==> src/rtl/vector_pkg.sv <==
// Shared vector-unit types: reduction ops, reducer FSM states and default
// lane geometry used by both the vector ALU and the lane reducer.
package vector_pkg;

  localparam int unsigned VEC_DATA_WIDTH = 19;
  localparam int unsigned VEC_LANES      = 6;

  typedef enum logic [1:0] {
    OP_SUM  = 2'b00,
    OP_MAX  = 2'b01,
    OP_MIN  = 2'b10,
    OP_RSVD = 2'b11
  } op_e;

  typedef enum logic [1:0] {
    S_IDLE,
    S_ACCUM,
    S_DONE
  } state_e;

endpackage

==> src/rtl/vector_lane_reducer_if.sv <==
// Input vector handshake and output scalar handshake of the lane reducer.
interface vector_lane_reducer_if
  import vector_pkg::*;
#(
  parameter int unsigned DATA_WIDTH = VEC_DATA_WIDTH,
  parameter int unsigned LANES      = VEC_LANES,
  parameter int unsigned ACC_WIDTH  = DATA_WIDTH + $clog2(LANES)
) ();

  logic                              in_valid;
  logic                              in_ready;
  logic [LANES-1:0][DATA_WIDTH-1:0]  operand;
  logic [LANES-1:0]                  lane_mask;
  op_e                               op;
  logic                              out_valid;
  logic                              out_ready;
  logic [ACC_WIDTH-1:0]              result;
  logic                              N;
  logic                              Z;
  logic                              V;
  logic                              E;

  modport master (
    output in_valid, operand, lane_mask, op, out_ready,
    input  in_ready, out_valid, result, N, Z, V, E
  );

  modport slave (
    input  in_valid, operand, lane_mask, op, out_ready,
    output in_ready, out_valid, result, N, Z, V, E
  );

endinterface

==> src/rtl/lane_combine.sv <==
// Combines one sign-extended lane into the running accumulator (SUM/MAX/MIN).
module lane_combine
  import vector_pkg::*;
#(
  parameter int unsigned ACC_WIDTH = VEC_DATA_WIDTH + $clog2(VEC_LANES)
) (
  input  logic signed [ACC_WIDTH-1:0] acc,
  input  logic signed [ACC_WIDTH-1:0] lane,
  input  op_e                         op,
  input  logic                        seen,
  output logic signed [ACC_WIDTH-1:0] acc_nxt
);

  always_comb begin
    acc_nxt = acc + lane;
    case (op)
      // The first enabled lane seeds MAX/MIN so the cleared accumulator never wins.
      OP_MAX:  acc_nxt = (!seen || (lane > acc)) ? lane : acc;
      OP_MIN:  acc_nxt = (!seen || (lane < acc)) ? lane : acc;
      default: acc_nxt = acc + lane;
    endcase
  end

endmodule

==> src/rtl/vector_lane_reducer.sv <==
// Lane-serial horizontal reducer: one lane per cycle, registered scalar result
// and N/Z/V/E flags presented through a valid/ready output handshake.
module vector_lane_reducer
  import vector_pkg::*;
#(
  parameter int unsigned DATA_WIDTH = VEC_DATA_WIDTH,
  parameter int unsigned LANES      = VEC_LANES,
  parameter int unsigned ACC_WIDTH  = DATA_WIDTH + $clog2(LANES)
) (
  input logic                   clk,
  input logic                   rst_n,
  vector_lane_reducer_if.slave  bus
);

  localparam int unsigned IDXW = (LANES > 1) ? $clog2(LANES) : 1;
  localparam logic [IDXW-1:0] LAST = IDXW'(LANES - 1);

  state_e                           state;
  logic [IDXW-1:0]                  idx;
  logic signed [ACC_WIDTH-1:0]      acc;
  logic                             seen;
  logic [LANES-1:0][DATA_WIDTH-1:0] cap_operand;
  logic [LANES-1:0]                 cap_mask;
  op_e                              cap_op;
  logic [ACC_WIDTH-1:0]             result_q;
  logic                             n_q, z_q, v_q, e_q;

  logic signed [DATA_WIDTH-1:0]     lane_s;
  logic signed [ACC_WIDTH-1:0]      lane_ext;
  logic signed [ACC_WIDTH-1:0]      acc_nxt;
  logic signed [ACC_WIDTH-1:0]      acc_fin;
  logic [ACC_WIDTH-DATA_WIDTH:0]    acc_hi;

  assign lane_s   = cap_operand[idx];
  assign lane_ext = ACC_WIDTH'(lane_s);

  lane_combine #(.ACC_WIDTH(ACC_WIDTH)) u_combine (
    .acc     (acc),
    .lane    (lane_ext),
    .op      (cap_op),
    .seen    (seen),
    .acc_nxt (acc_nxt)
  );

  // Value the accumulator takes on the last lane; flags are registered from it.
  assign acc_fin = cap_mask[idx] ? acc_nxt : acc;
  assign acc_hi  = acc_fin[ACC_WIDTH-1:DATA_WIDTH-1];

  always_ff @(posedge clk or negedge rst_n) begin
    if (!rst_n) begin
      state       <= S_IDLE;
      idx         <= '0;
      acc         <= '0;
      seen        <= 1'b0;
      cap_operand <= '0;
      cap_mask    <= '0;
      cap_op      <= OP_SUM;
      result_q    <= '0;
      n_q         <= 1'b0;
      z_q         <= 1'b0;
      v_q         <= 1'b0;
      e_q         <= 1'b0;
    end else begin
      case (state)
        S_IDLE: begin
          if (bus.in_valid) begin
            cap_operand <= bus.operand;
            cap_mask    <= bus.lane_mask;
            cap_op      <= bus.op;
            acc         <= '0;
            idx         <= '0;
            seen        <= 1'b0;
            state       <= S_ACCUM;
          end
        end
        S_ACCUM: begin
          if (cap_mask[idx]) begin
            acc  <= acc_nxt;
            seen <= 1'b1;
          end
          idx <= idx + 1'b1;
          if (idx == LAST) begin
            result_q <= acc_fin;
            n_q      <= acc_fin[ACC_WIDTH-1];
            z_q      <= (acc_fin == '0);
            v_q      <= !((&acc_hi) || !(|acc_hi));
            e_q      <= (cap_mask == '0);
            state    <= S_DONE;
          end
        end
        S_DONE: begin
          if (bus.out_ready) state <= S_IDLE;
        end
        default: state <= S_IDLE;
      endcase
    end
  end

  assign bus.in_ready  = (state == S_IDLE);
  assign bus.out_valid = (state == S_DONE);
  assign bus.result    = result_q;
  assign bus.N         = n_q;
  assign bus.Z         = z_q;
  assign bus.V         = v_q;
  assign bus.E         = e_q;

endmodule

==> src/flat_wrapper.sv <==
// flat-port wrapper written by rule: the top's interface ports become plain ports
module vector_lane_reducer_flat import vector_pkg::*;
#(
  parameter int unsigned DATA_WIDTH = VEC_DATA_WIDTH,
  parameter int unsigned LANES      = VEC_LANES,
  parameter int unsigned ACC_WIDTH  = DATA_WIDTH + $clog2(LANES)
)
  (clk, rst_n, bus_in_valid, bus_operand, bus_lane_mask, bus_op, bus_out_ready, bus_in_ready, bus_out_valid, bus_result, bus_N, bus_Z, bus_V, bus_E);
  vector_lane_reducer_if #(.DATA_WIDTH(DATA_WIDTH), .LANES(LANES), .ACC_WIDTH(ACC_WIDTH)) bus_i ();
  input logic clk;
  input logic rst_n;
  input wire logic [$bits(bus_i.in_valid)-1:0] bus_in_valid;
  input wire logic [$bits(bus_i.operand)-1:0] bus_operand;
  input wire logic [$bits(bus_i.lane_mask)-1:0] bus_lane_mask;
  input wire logic [$bits(bus_i.op)-1:0] bus_op;
  input wire logic [$bits(bus_i.out_ready)-1:0] bus_out_ready;
  output wire logic [$bits(bus_i.in_ready)-1:0] bus_in_ready;
  output wire logic [$bits(bus_i.out_valid)-1:0] bus_out_valid;
  output wire logic [$bits(bus_i.result)-1:0] bus_result;
  output wire logic [$bits(bus_i.N)-1:0] bus_N;
  output wire logic [$bits(bus_i.Z)-1:0] bus_Z;
  output wire logic [$bits(bus_i.V)-1:0] bus_V;
  output wire logic [$bits(bus_i.E)-1:0] bus_E;
  assign bus_i.in_valid = bus_in_valid;
  assign bus_i.operand = bus_operand;
  assign bus_i.lane_mask = bus_lane_mask;
  assign bus_i.op = bus_op;
  assign bus_i.out_ready = bus_out_ready;
  assign bus_in_ready = bus_i.in_ready;
  assign bus_out_valid = bus_i.out_valid;
  assign bus_result = bus_i.result;
  assign bus_N = bus_i.N;
  assign bus_Z = bus_i.Z;
  assign bus_V = bus_i.V;
  assign bus_E = bus_i.E;
  vector_lane_reducer #(.DATA_WIDTH(DATA_WIDTH), .LANES(LANES), .ACC_WIDTH(ACC_WIDTH)) u_core (.clk(clk), .rst_n(rst_n), .bus(bus_i));
endmodule
==> config.mk <==
export PLATFORM = sky130hd
export DESIGN_NAME = vector_lane_reducer_flat
export DESIGN_NICKNAME = d
export VERILOG_FILES = /design/src/rtl/vector_pkg.sv /design/src/rtl/vector_lane_reducer_if.sv /design/src/rtl/lane_combine.sv /design/src/rtl/vector_lane_reducer.sv /design/src/flat_wrapper.sv
export SDC_FILE = /design/constraint.sdc
export NUM_CORES = 1
export LEC_CHECK = 0
export BUFFER_PORTS_ARGS = -buffer_cell sky130_fd_sc_hd__buf_4
export CAP_MARGIN = 20
export CORE_AREA = 2 2 172 174
export CTS_CLUSTER_DIAMETER = 150
export DETAILED_ROUTE_END_ITERATION = 7
export DIE_AREA = 0 0 174 176
export SLEW_MARGIN = 20
export SYNTH_ARGS = -nofsm -noshare
export SYNTH_HDL_FRONTEND = slang
export SYNTH_HIERARCHICAL = 1
export SYNTH_SLANG_ARGS = --single-unit
==> constraint.sdc <==
create_clock -name clk -period 4.8 [get_ports clk]
set_input_delay 0.96 -clock clk [delete_from_list [all_inputs] [get_ports clk]]
set_output_delay 0.96 -clock clk [all_outputs]
set_load 0.005 [all_outputs]
; Word level (Yosys, flattened, before mapping)
; Cells that the tools add are included.
[word_totals]
regBits = 176
latchBits = 0
mem_bits_rw = 0
mem_bits_ro = 0
input_bits = 126
out_inout_bits = 28
wordCells = 67
memories = 0
[classes]
addsub = 2
mul = 0
div_mod_pow = 0
magnitude_cmp = 3
n_eq_ne = 9
shifts = 0
mux = 19
bitwise_logic = 0
reduce_logical = 17
[op_table]
columns = op, n
row1 = 2-to-1 mux 22 bit, 4
row2 = case mux 22 bit (2 select lines), 2
row3 = binary-select mux 19 bit (select 3 bit), 1
row4 = adder 22 x 19 -> 22 bit, 1
row5 = > comparator 19 x 22 -> 1 bit, 1
row6 = zero test 22 bit, 1
row7 = less-than comparator 19 x 22 -> 1 bit, 1
row8 = 2-to-1 mux 19 bit, 1
row9 = zero test 6 bit, 1
row10 = 2-to-1 mux 2 bit, 3
row11 = case mux 2 bit (3 select lines), 1
row12 = case mux 3 bit (2 select lines), 1
row13 = AND reduction 2 bit, 3
row14 = AND reduction 3 bit, 2
row15 = equality test 2 x 1 -> 1 bit (second input constant), 2
row16 = equality test 2 bit (second input constant), 2
row17 = less-than comparator 3 x 4 -> 1 bit (second input constant), 1
row18 = != test 2 x 1 -> 1 bit (second input constant), 2
row19 = != test 2 bit (second input constant), 2
row20 = AND reduction 4 bit, 1
row21 = OR reduction 4 bit, 1
row22 = adder 3 x 1 -> 3 bit (second input constant), 1
row23 = binary-select mux 1 bit (select 3 bit), 1
row24 = equality test 3 bit (second input constant), 1
row25 = other kinds (7), 13

; Longest topological paths before layout
; Gate-level depths: netlist of run 1.
[depth]
depth_word = 11
mapped_depth = 22
ltp_nobuf = 19

; Cells and area by module
; The synthesis of run 1 kept the hierarchy.
[modules_own_cells]
columns = module, n_inst, cells_each, area_per_inst_um2, seq_area_each_um2
row1 = vector_lane_reducer, 1, 837, 7771.2, 4379.2
row2 = lane_combine, 1, 286, 2188.3, 0.0

; Least setup slack after synthesis of run 1
; Ideal clock, no wire load.
[synth_timing]
kind = reg2reg
startpoint = reg u_core.idx[0]
endpoint = reg u_core.z_q, in the netlist u_core/bus.Z
setup_ps = 67
t_arrival_ps = 4877
required_ps = 4733
setup_slack_ps = -144
path_stages_with_launch = 21
path_buffers = 4
period_less_slack_ps = 4944
cell_sequence = dfrtp_1 > buf_6 > buf_2 > buf_2 > mux2i_1 > o21ai_0 > ha_1 > nand4_1 > nor3_2 > nand4_1 > or3_1 > and2_1 > mux2i_1 > a2bb2oi_2 > buf_6 > a221oi_2 > a21oi_1 > nor4_1 > nand4_1 > nor4_1 > a311o_1
[synth_via]
elab_chain_cells = 8
elab_cells_between_ends = 16
classes_between = 1 x add/sub / 2 x order compare / 1 x eq/ne / 8 x mux / 4 x reduce/logical
[synth_lines]
columns = item, line_no
row1 = start: declaration, vector_lane_reducer.sv:19  ; logic [IDXW-1:0] idx;
row2 = start signal: assignment, vector_lane_reducer.sv:81  ; idx <= idx + 1'b1;
row3 = binary-select mux 19 bit (select 3 bit) *, vector_lane_reducer.sv:34  ; assign lane_s = cap_operand[idx];
row4 = 2-to-1 mux 19 bit (implied by the code) *, vector_lane_reducer.sv:34
row5 = named net u_core.lane_s[18], vector_lane_reducer.sv:28  ; logic signed [DATA_WIDTH-1:0] lane_s;
row6 = less-than comparator 19 x 22 -> 1 bit or > comparator 19 x 22 -> 1 bit (tied branches), "lane_combine.sv:19, lane_combine.sv:18"
row7 = "logical OR 1 bit, on equally long branches", "lane_combine.sv:19, lane_combine.sv:18"
row8 = "2-to-1 mux 22 bit, on equally long branches", "lane_combine.sv:19, lane_combine.sv:18"
row9 = case mux 22 bit (2 select lines) *, lane_combine.sv:16  ; case (op)
row10 = named net u_core.acc_nxt[14], vector_lane_reducer.sv:30  ; logic signed [ACC_WIDTH-1:0] acc_nxt;
row11 = 2-to-1 mux 22 bit *, vector_lane_reducer.sv:46  ; assign acc_fin = cap_mask[idx] ? acc_nxt : acc;
row12 = zero test 22 bit *, vector_lane_reducer.sv:85  ; z_q <= (acc_fin == '0);
row13 = end signal: assignment, vector_lane_reducer.sv:85
row14 = end: declaration, vector_lane_reducer.sv:26  ; logic n_q, z_q, v_q, e_q;
; The timed path passes the listed nets; every way through them passes the cells marked *. The select of a mux whose other input is x is not followed.
; A chain may end at the register's enable or synchronous reset.

; Final worst setup path of run 1
[layout_timing]
startpoint = reg u_core.idx[0]
endpoint = reg u_core.v_q, in the netlist u_core/bus.V
[layout_via]
elab_chain_cells = 11
elab_cells_between_ends = 20
classes_between = 1 x add/sub / 2 x order compare / 1 x eq/ne / 8 x mux / 8 x reduce/logical
[layout_lines]
columns = item, line_no
row1 = binary-select mux 19 bit (select 3 bit) *, vector_lane_reducer.sv:34
row2 = 2-to-1 mux 19 bit (implied by the code) *, vector_lane_reducer.sv:34
row3 = named net u_core.lane_s[0], vector_lane_reducer.sv:28
row4 = less-than comparator 19 x 22 -> 1 bit or > comparator 19 x 22 -> 1 bit (tied branches), "lane_combine.sv:19, lane_combine.sv:18"
row5 = "logical OR 1 bit, on equally long branches", "lane_combine.sv:19, lane_combine.sv:18"
row6 = "2-to-1 mux 22 bit, on equally long branches", "lane_combine.sv:19, lane_combine.sv:18"
row7 = case mux 22 bit (2 select lines) *, lane_combine.sv:16
row8 = named net u_core.acc_nxt[20], vector_lane_reducer.sv:30
row9 = 2-to-1 mux 22 bit *, vector_lane_reducer.sv:46
row10 = OR reduction 4 bit, vector_lane_reducer.sv:86  ; v_q <= !((&acc_hi) || !(|acc_hi));
row11 = zero test 1 bit, vector_lane_reducer.sv:86
row12 = logical OR 1 bit *, vector_lane_reducer.sv:86
row13 = zero test 1 bit *, vector_lane_reducer.sv:86
row14 = end signal: assignment, vector_lane_reducer.sv:86
row15 = end: declaration, vector_lane_reducer.sv:26
; Marks and branches as above.

==> summary.txt, run 1 <==
Job
  • Max_cap viols: 0

Worst hold path
  • Worst hold endpoint: u_core/cap_operand[29]$_DFFE_PN0P_
  • Hold path start: u_core/cap_operand[29]$_DFFE_PN0P_
  • Worst hold path class: flip-flop to flip-flop
  • Hold path depth: 2

Synthesis
  • Yosys warnings: 6
  • Mapped Nets: ~1300
  • Post-synth EDFFs: 0
  • Fraction of registers with async set/reset: 100%
  • Sequential area share after synthesis: a little over two fifths
  • Count of mapped cells out of synthesis: about 1100
  • Mean Syn Cell Area: 8.87 um2
  • Synth Cell Area: around 10000 um2
  • Synth Flop Type: dfrtp_1
  • Distinct cells, synth: between 70 and 80
  • Yosys reg bits: approximately 180

Critical path
  • Crit-path max cell delay: around 0.56 ns
  • Crit Path Category: flip-flop to flip-flop
  • Crit start category: flip-flop
  • Reg2Reg Launch Point: u_core/idx[0]$_DFFE_PN0P_
  • Worst Path Arrival: between 5 and 6 ns
  • Buf/Inv on CP: 3
  • Worst-path maximum fanout: 7
  • Flop2flop setup slack: ~0.10 ns
  • Most frequent CP cell: a221oi_2
  • Worst flop-to-flop path endpoint: u_core/bus.V$_DFFE_PN0P_
  • Data required, critical path: 5.16 ns
  • Worst setup EP type: flip-flop
  • CP top delay family: compound AO/OA/AOI/OAI gates
  • Worst R2R Path Depth: 20
  • CP max-delay cell: or4_4
  • Worst path cell trace: buf_12, mux4_2, nand2_2, o21ai_2, ha_2, inv_2, fa_2, o21ba_4, or4_4, a21oi_4, o311a_4, nor2_2, a221oi_2, buf_4, a221oi_2, xnor2_1, a21oi_2, and4_1, or3_1, a31oi_1

STA
  • Fin. Hold Viols: 0
  • Tmin final: approximately 4.7 ns
  • Worst clock skew: between 0.01 and 0.015 ns
  • Worst-Margin Slew: between 1 and 1.5 ns
  • Slew Limit Fails: 0
  • Setup TNS: 0 ns
  • PnR worst setup slack: 0.100 ns
  • RSZ-0062 raised after global routing: yes
  • Setup violators final: 0
  • Crit share post-route: slightly below 100%
  • Worst Hold Slack: roughly 0.47 ns
  • FMAX: between 200 and 250 MHz
  • Max_slew headroom: between 20% and 30%

Drt
  • Routed Antenna Nets: 0
  • Met3 WL post-DR: 1440 um
  • DRC Markers: 0
  • Drt wl/cell: about 17 um
  • Top Metal Used: met4
  • Met1 wire length: about 14000 um
  • Drt initial violations: about 640
  • Final WL: roughly 29000 um
  • DR vias: 8711
  • DRT Pass-1 Iters: 7
  • WL met2: 12900 um
  • Via/cell ratio: around 5

Power and ir drop
  • Leak Pwr: 6.55 nW
  • PwrDens: 915 nW/um2
  • Peak VDD IR: between 0.3 and 0.4 mV
  • Total power: 12.0 mW

Clock network
  • # clock sinks: between 150 and 200
  • Clk_lat worst skew: 0.45 ns
  • Clk pin slew, worst setup/hold paths: roughly 0.08 ns
  • CTS Buffer Depth: 2
  • TritonCTS buffer count: 17
  • CTS HTree Levels: 4
  • Root buf cell: clkbuf_16
  • CTS tree: built

Floorplan
  • # IOs: roughly 150
  • Die H: 176 um
  • Die W: 174 um
  • Core area: around 29000 um2
  • # rows: just over 60
  • DIE AREA: 30600 um2
  • Starting Density: about a third

Final layout
  • Layout cells sized above 1: ~30%
  • Antenna cells: 0
  • Layout area overhead: 31.9%
  • Fin area: roughly 13000 um2
  • Total Nets Final: approximately 1500

Place
  • Detailed placement HPWL: 21200 um
  • GPL Wtd Cong: ~0.9
  • Setup WS pre-CTS: -0.0411 ns
  • IO Port Bufs: 153
  • Dpl cell area: roughly 12000 um2

Run status
  • Status: finished clean

Global routing
  • Initial antenna violation count: 0
  • Remaining global-route overflow: 0
  • GRT Util Overall: between 10% and 20%
  • First-pass GRT wire length: between 40000 and 50000 um
  • Largest net degree at the start of global routing: just over 100
  • Number of global-route vias before repair: 8672
how the worst max path moves through the flow:
| stage | end | cells past startpoint | from | slack [ns] |
|---|---|---|---|---|
| 2_1_floorplan | u_core/bus.Z$_DFFE_PN0P_ | 21 | u_core/idx[0]$_DFFE_PN0P_ | 0.12 |
| 3_3_place_gp | u_core/bus.Z$_DFFE_PN0P_ | 19 | u_core/idx[0]$_DFFE_PN0P_ | 0.005 |
| 3_5_place_dp | u_core/bus.Z$_DFFE_PN0P_ | 19 | u_core/idx[0]$_DFFE_PN0P_ | -0.04 |
| 4_1_cts | u_core/bus.Z$_DFFE_PN0P_ | 19 | u_core/idx[0]$_DFFE_PN0P_ | 0.02 |
| 5_1_grt | u_core/bus.Z$_DFFE_PN0P_ | 21 | u_core/idx[0]$_DFFE_PN0P_ | -0.11 |
| 6_report | u_core/bus.V$_DFFE_PN0P_ | 20 | u_core/idx[0]$_DFFE_PN0P_ | 0.10 |
cells in the final DEF, fill, tap and decap left out, types with 7 or more instances in the layout:
cell	instances
a22o_1	22
nor2_1	44
nand4_1	7
o21ai_0	14
mux4_2	20
a21oi_1	70
nand2_1	417
o21ai_1	9
xnor2_1	13
buf_12	8
mux2_2	7
a221oi_2	17
nor3_1	7
dfrtp_1	174
clkbuf_16	19
mux2i_1	19
a221oi_1	8
nand2b_1	7
inv_1	43
nor2b_1	8
buf_4	255
nor4_1	9
ha_1	44
per-layer routing:
layer | vias to the layer above | GRT usage [%]
met2 | 231 | 28.9
met3 | 24 | 2.80
met1 | 4199 | 28.7
met4 | 0 | 4.13
met5 | - | 0
li1 | 4257 | -
worst min-delay path: cells and delay by family (launching register included):
family | cells | cell delay, ns
simple gates | 2 | 0.10
flops | 1 | 0.34
power by group:
| part | internal, mW | switching [mW] |
|---|---|---|
| clock network | 0.754 | 0.697 |
| registers | 2.17 | 0.539 |
| logic | 3.71 | 4.15 |
| total | 6.63 | 5.39 |
logic make-up after synthesis:
logic type | share of synthesized area (%)
AO/OA/AOI/OAI | 13.6
buffers and inverters | 5.04
flip-flops | 44.0
adder cells (fa/ha/maj) | 6.11
AND/OR/NAND/NOR | 22.2
XOR/XNOR | 1.41
multiplexers | 7.65
layout make-up:
cell class / count / area (um2)
Multi-Input combinational cell: 842 / 5360
Sequential cell: 175 / 4380
Inverter: 44 / 165
Clock buffer: 17 / 425
Fill cell: 2890 / 15400
Clock inverter: 15 / 186
Tap cell: 384 / 480
Timing Repair Buffer: 267 / 2150
state kept, by name, summed over array words and instances, names as in the netlist:
name / flops
u_core/bus.result: 22
u_core/state: 2
u_core/cap_op: 2
u_core/bus.V: 1
u_core/bus.E: 1
u_core/cap_operand: 114
u_core/cap_mask: 6
u_core/idx: 3
u_core/seen: 1
u_core/acc: 22
u_core/bus.Z: 1
metrics by stage:
| step | instances | util (%) |
|---|---|---|
| floorplan | 1123 | - |
| global placement | 1682 | 41.9 |
| detailed placement | 1682 | 41.9 |
| CTS | 1715 | 44.1 |
| global route | 1744 | 46.0 |
| finish | 1744 | 46.0 |
synthesized netlist by cell type, types with 8 or more instances:
master	n	area share, %
nand2_1	419	16
dfrtp_1	175	44
a21oi_1	76	3.8
ha_1	47	5.9
nor2_1	46	1.7
inv_1	44	1.7
clkbuf_1	34	1.3
o21ai_0	27	1.4
a22o_1	22	1.9
mux2i_1	21	2.1
mux4_2	20	4.5
a221oi_1	15	1.3
nor4_1	13	0.82
xnor2_1	13	1.1
a221oi_2	11	1.7
buf_6	9	1.0
nand3_1	8	0.40
nor2b_1	8	0.50
nor3_1	8	0.40
what timing repair did:
action | in CTS | in global routing
gates resized for setup | 2 | 68
pin swaps | 1 | 43
hold buffers | 0 | 0
endpoints found under the setup margin | 2 | 2
cloned | 0 | 2
buffers inserted | 1 | 28
Power figures use the tool's default switching activity.
==> run 2: changes to the inputs <==
- CORE_AREA: 2 2 172 174 -> 2 2 145 147
- DIE_AREA: 0 0 174 176 -> 0 0 147 149
- PLACE_DENSITY: default -> 0.73
- SETUP_SLACK_MARGIN: default -> 0.2
==> summary.txt, run 2 (synthesized netlist as in run 1, its figures left out) <==
Floorplan
  • # IOs: about 150
  • # rows: 53
  • Starting Density: about half
  • Core area: 20600 um2
  • Die W: 147 um
  • Die H: around 150 um
  • DIE AREA: between 20000 and 25000 um2

Worst hold path
  • Worst hold path class: primary input to async pin

Place
  • GPL Wtd Cong: ~0.95
  • Detailed placement HPWL: 19500 um
  • Placed cell count: between 1500 and 2000
  • IO Port Bufs: around 150
  • Setup WS pre-CTS: -0.0273 ns

Critical path
  • CP max-delay cell: mux4_2
  • Crit Path Category: flip-flop to flip-flop
  • Buf/Inv on CP: 5
  • Worst-path maximum fanout: 16
  • Crit start category: flip-flop
  • Worst path cell trace: buf_12, buf_16, mux4_2, nand2_1, o21ai_0, ha_1, a21o_1, a221o_1, a21oi_2, buf_4, a41oi_4, buf_4, mux2i_4, a2bb2oi_4, buf_12, a221oi_1, a21oi_1, nor2_1, nand4_1, nor4_2, a311o_1
  • Worst setup EP type: flip-flop
  • CP top delay family: compound AO/OA/AOI/OAI gates
  • Data required, critical path: 5.12 ns
  • Crit-path max cell delay: 0.51 ns
  • Worst Path Arrival: around 5.0 ns

Global routing
  • Largest net degree at the start of global routing: approximately 130
  • Number of global-route vias before repair: roughly 8600
  • First-pass GRT wire length: between 40000 and 50000 um
  • GRT Util Overall: about a quarter
  • Remaining global-route overflow: 0
  • Initial antenna violation count: 0

Job
  • Max_cap viols: 0

Final layout
  • Total Nets Final: about 1500
  • Max reg flops: 114
  • Most common cell after layout, fill and taps aside: nand2_1
  • # fillers: 1809
  • Most frequent cells in the layout: nand2_1, buf_4, dfrtp_1
  • Final cell count without fillers: ~1600
  • Largest Register: u_core/cap_operand
  • Antenna cells: 0
  • Layout cells sized above 1: about a quarter
  • Layout area overhead: 26.7%

STA
  • Worst clock skew: around 0.014 ns
  • Fin. Hold Viols: 0
  • Max_slew headroom: ~32%
  • FMAX: roughly 220 MHz
  • RSZ-0062 raised after global routing: yes
  • PnR worst setup slack: around 0.16 ns
  • Worst-Margin Slew: 1.01 ns
  • Tmin final: 4.64 ns
  • Setup violators final: 0
  • Crit share post-route: between 90 and 100%
  • Slew Limit Fails: 0

Clock network
  • CTS tree: built
  • CTS HTree Levels: 4
  • TritonCTS buffer count: 17
  • Clk pin slew, worst setup/hold paths: approximately 0.080 ns
  • Cts hold-fix bufs: 0
  • Clk_lat worst skew: roughly 0.44 ns
  • # clock sinks: ~180
  • CTS Buffer Depth: 2
  • Root buf cell: clkbuf_16

Drt
  • Drt wl/cell: ~17 um
  • Final WL: approximately 27000 um
  • DR vias: approximately 8700
  • Drt initial violations: 770
  • Via/cell ratio: around 5.4
  • Routed Antenna Nets: 0
  • DRC Markers: 0
  • DRT Pass-1 Iters: 5

Power and ir drop
  • Peak VDD IR: 0.454 mV
  • Leak Pwr: approximately 6.4 nW
  • Total power: approximately 11 mW
  • PwrDens: 903 nW/um2

Run status
  • Status: finished clean
==> run 2: changes by cell type in the layout (fill, tap and decap cells not counted), sizes merged <==
cell	change
bufinv	-1
buf	-28
clkbuf	-2
inv	-1
clkinv	+2
==> run 2: through the flow <==
| step | hold WS [ns] | area, um2 | util [%] | setup TNS, ns |
|---|---|---|---|---|
| after floorplan | 0.440 | 9960 | - | 0 |
| after global routing | 0.468 | 12600 | 61.4 | -0.0669 |
| after detailed placement | 0.459 | 11700 | 56.7 | -0.0273 |
| after global placement | 0.453 | 11700 | 56.7 | 0 |
| after CTS | 0.445 | 12400 | 60.4 | 0 |
| final | 0.440 | 12600 | 61.4 | 0 |
==> run 2: repair_timing <==
item | 4_1_cts | 5_1_grt
resized for setup | 17 | 30
pin swaps | 20 | 20
setup endpoints to repair | 2 | 7
buffers inserted | 11 | 8
hold endpoints to repair | 0 | 0
gates cloned | 1 | 0
==> run 2: power breakdown <==
group	switching, mW	total, mW	internal, mW
clock network	0.668	1.36	0.693
registers	0.556	2.72	2.17
logic	3.96	7.31	3.35
total	5.18	11.4	6.21
==> run 2: final cells by class <==
cell class              count  area, um2  area share, %
multi-input cells         842       5290           41.9
flip-flops and latches    175       4380           34.7
repair buffers            237       1870           14.8
clock buffers              17        425           3.37
well taps                 275        344           2.73
inverters                  44        165           1.31
clock inverters            15        149           1.18
==> run 2: per-layer routing <==
layer	track usage [%]	share of wire (%)	routed length, um
met1	38.4	47	13000
met2	39.9	46	12500
met3	3.33	5.1	1390
met4	7.55	1.9	514
met5	0	0	0
==> run 2: worst paths after layout <==
kind | depth (start not counted) | startpoint | slack (ns) | endpoint
max | 21 | u_core/idx[0]$_DFFE_PN0P_ | 0.16 | u_core/bus.Z$_DFFE_PN0P_
min reg2reg | 2 | u_core/cap_operand[27]$_DFFE_PN0P_ | 0.47 | u_core/cap_operand[27]$_DFFE_PN0P_
max reg2reg | 21 | u_core/idx[0]$_DFFE_PN0P_ | 0.16 | u_core/bus.Z$_DFFE_PN0P_
min | 1 | rst_n | 0.44 | u_core/bus.V$_DFFE_PN0P_
max in group asynchronous | 2 | rst_n | 3.31 | u_core/cap_operand[105]$_DFFE_PN0P_
min in group clk | 2 | u_core/cap_operand[27]$_DFFE_PN0P_ | 0.47 | u_core/cap_operand[27]$_DFFE_PN0P_
==> run 3: changes to the inputs <==
- GPL_TIMING_DRIVEN: default -> 0
==> summary.txt, run 3 (synthesized netlist as in run 1, its figures left out) <==
STA
  • Setup violators final: 2
  • Worst clock skew: around 0.018 ns
  • Crit share post-route: 102%
  • Worst-Margin Slew: between 0.7 and 0.8 ns
  • Max_slew headroom: between 40 and 50%
  • PnR worst setup slack: -0.0766 ns
  • FMAX: 205 MHz
  • Tmin final: slightly below 5 ns
  • RSZ-0062 raised after global routing: yes
  • Worst Hold Slack: roughly 0.34 ns
  • Fin. Hold Viols: 0
  • Slew Limit Fails: 0

Clock network
  • Clk_lat worst skew: approximately 0.44 ns
  • CTS HTree Levels: 4
  • Root buf cell: clkbuf_16
  • CTS tree: built
  • Cts hold-fix bufs: 0
  • TritonCTS buffer count: 17
  • # clock sinks: roughly 180
  • CTS Buffer Depth: 2
  • Clk pin slew, worst setup/hold paths: ~0.080 ns

Floorplan
  • Die W: approximately 150 um
  • DIE AREA: approximately 22000 um2
  • Die H: between 100 and 150 um
  • # IOs: between 150 and 200
  • Starting Density: 48.4%
  • # rows: 53
  • Core area: about 21000 um2

Critical path
  • Crit Path Category: flip-flop to flip-flop
  • Worst Path Arrival: 5.25 ns
  • Worst setup EP type: flip-flop
  • Worst-path maximum fanout: 8
  • Data required, critical path: 5.18 ns
  • Crit start category: flip-flop

Place
  • Dpl cell area: 11500 um2
  • Placed cell count: ~1600
  • GPL Wtd Cong: between 0.9 and 1
  • Setup WS pre-CTS: -1.06 ns
  • IO Port Bufs: approximately 150
  • Detailed placement HPWL: about 21000 um

Global routing
  • Initial antenna violation count: 0
  • Remaining global-route overflow: 0
  • Number of global-route vias before repair: ~9100
  • GRT Util Overall: about 27%
  • First-pass GRT wire length: 46800 um
  • Largest net degree at the start of global routing: 86

Run status
  • Status: finished, violations left
  • Failing checks: setup timing

Drt
  • Drt initial violations: just over 700
  • Via/cell ratio: ~5.6
  • DRC Markers: 0
  • Routed Antenna Nets: 0
  • DR vias: just over 9000
  • Drt wl/cell: roughly 18 um
  • Final WL: between 30000 and 40000 um
  • DRT Pass-1 Iters: 6

Final layout
  • Layout area overhead: 34.3%
  • Layout cells sized above 1: roughly 30%
  • Fin area: about 13000 um2
  • Max reg flops: between 100 and 150
  • Final cell count without fillers: roughly 1600
  • Most frequent cells in the layout: nand2_1, buf_4, dfrtp_1
  • Total Nets Final: 1533
  • Most common cell after layout, fill and taps aside: nand2_1
  • Largest Register: u_core/cap_operand
  • Antenna cells: 0

Job
  • Max_cap viols: 0

Worst hold path
  • Worst hold path class: primary input to async pin
run 3: cell types whose count changed in the layout (fill, tap and decap cells not counted), sizes merged:
cell,before,now
clkbuf,17,54
clkinv,7,3
clkinvlp,0,1
buf,237,243
bufinv,0,2
run 3: path summary, 6_finish.rpt:
kind | slack, ns | depth (start not counted) | endpoint | start
max | -0.08 | 24 | u_core/bus.Z$_DFFE_PN0P_ | u_core/idx[0]$_DFFE_PN0P_
min | 0.34 | 1 | u_core/bus.result[8]$_DFFE_PN0P_ | rst_n
max reg2reg | -0.08 | 24 | u_core/bus.Z$_DFFE_PN0P_ | u_core/idx[0]$_DFFE_PN0P_
min reg2reg | 0.48 | 2 | u_core/cap_operand[75]$_DFFE_PN0P_ | u_core/cap_operand[75]$_DFFE_PN0P_
max in group asynchronous | 3.43 | 3 | u_core/cap_operand[107]$_DFFE_PN0P_ | rst_n
min in group clk | 0.48 | 2 | u_core/cap_operand[75]$_DFFE_PN0P_ | u_core/cap_operand[75]$_DFFE_PN0P_
run 3: what timing repair did:
action	in CTS	in global routing
pin swaps	51	11
resized for setup	121	32
cloned	4	0
buffers inserted	56	2
setup endpoints to repair	46	15
run 3: critical path, cell delays in order (launching register included):
cell and delay [ns]:
dfrtp_1 0.40, buf_8 0.18, buf_12 0.14, mux4_2 0.51, nand2_1 0.10, o21ai_2 0.10, ha_1 0.30, buf_2 0.19
nand3_1 0.12, o21bai_1 0.20, a31oi_2 0.23, o2bb2ai_2 0.11, a41oi_2 0.17, buf_6 0.15, buf_6 0.10, mux2i_4 0.23
a2bb2oi_4 0.13, buf_12 0.16, buf_16 0.14, a221oi_4 0.25, a21oi_2 0.10, nor4_1 0.31, nand2_1 0.10, nor4_2 0.22
a311o_1 0.15
run 3: routing by layer:
| metal | GRT usage [%] | wire length [um] | share of wire, % |
|---|---|---|---|
| met1 | 35.2 | 12500 | 42 |
| met2 | 47.8 | 15000 | 50 |
| met3 | 3.91 | 1760 | 5.9 |
| met4 | 9.09 | 838 | 2.8 |
| met5 | 0 | 0 | 0 |
run 3: final cells by class:
class | count | area (um2)
Buffer | 62 | 420
Clock buffer | 18 | 429
Inverter | 44 | 165
Timing Repair Buffer | 217 | 1830
Clock inverter | 14 | 194
Fill cell | 1659 | 7180
Tap cell | 275 | 344
Sequential cell | 175 | 4380
Multi-Input combinational cell | 842 | 5620
run 3: stage by stage:
step                TNS [ns]  utilization, %
floorplan                  0               -
global placement      -13.91            55.7
detailed placement    -17.54            56.0
CTS                        0            64.2
global route          -0.421            65.1
finish                -0.105            65.1
Power of run 3 is not shown: default switching activity piles up to over one toggle a cycle in this logic, so the estimate is an artifact.
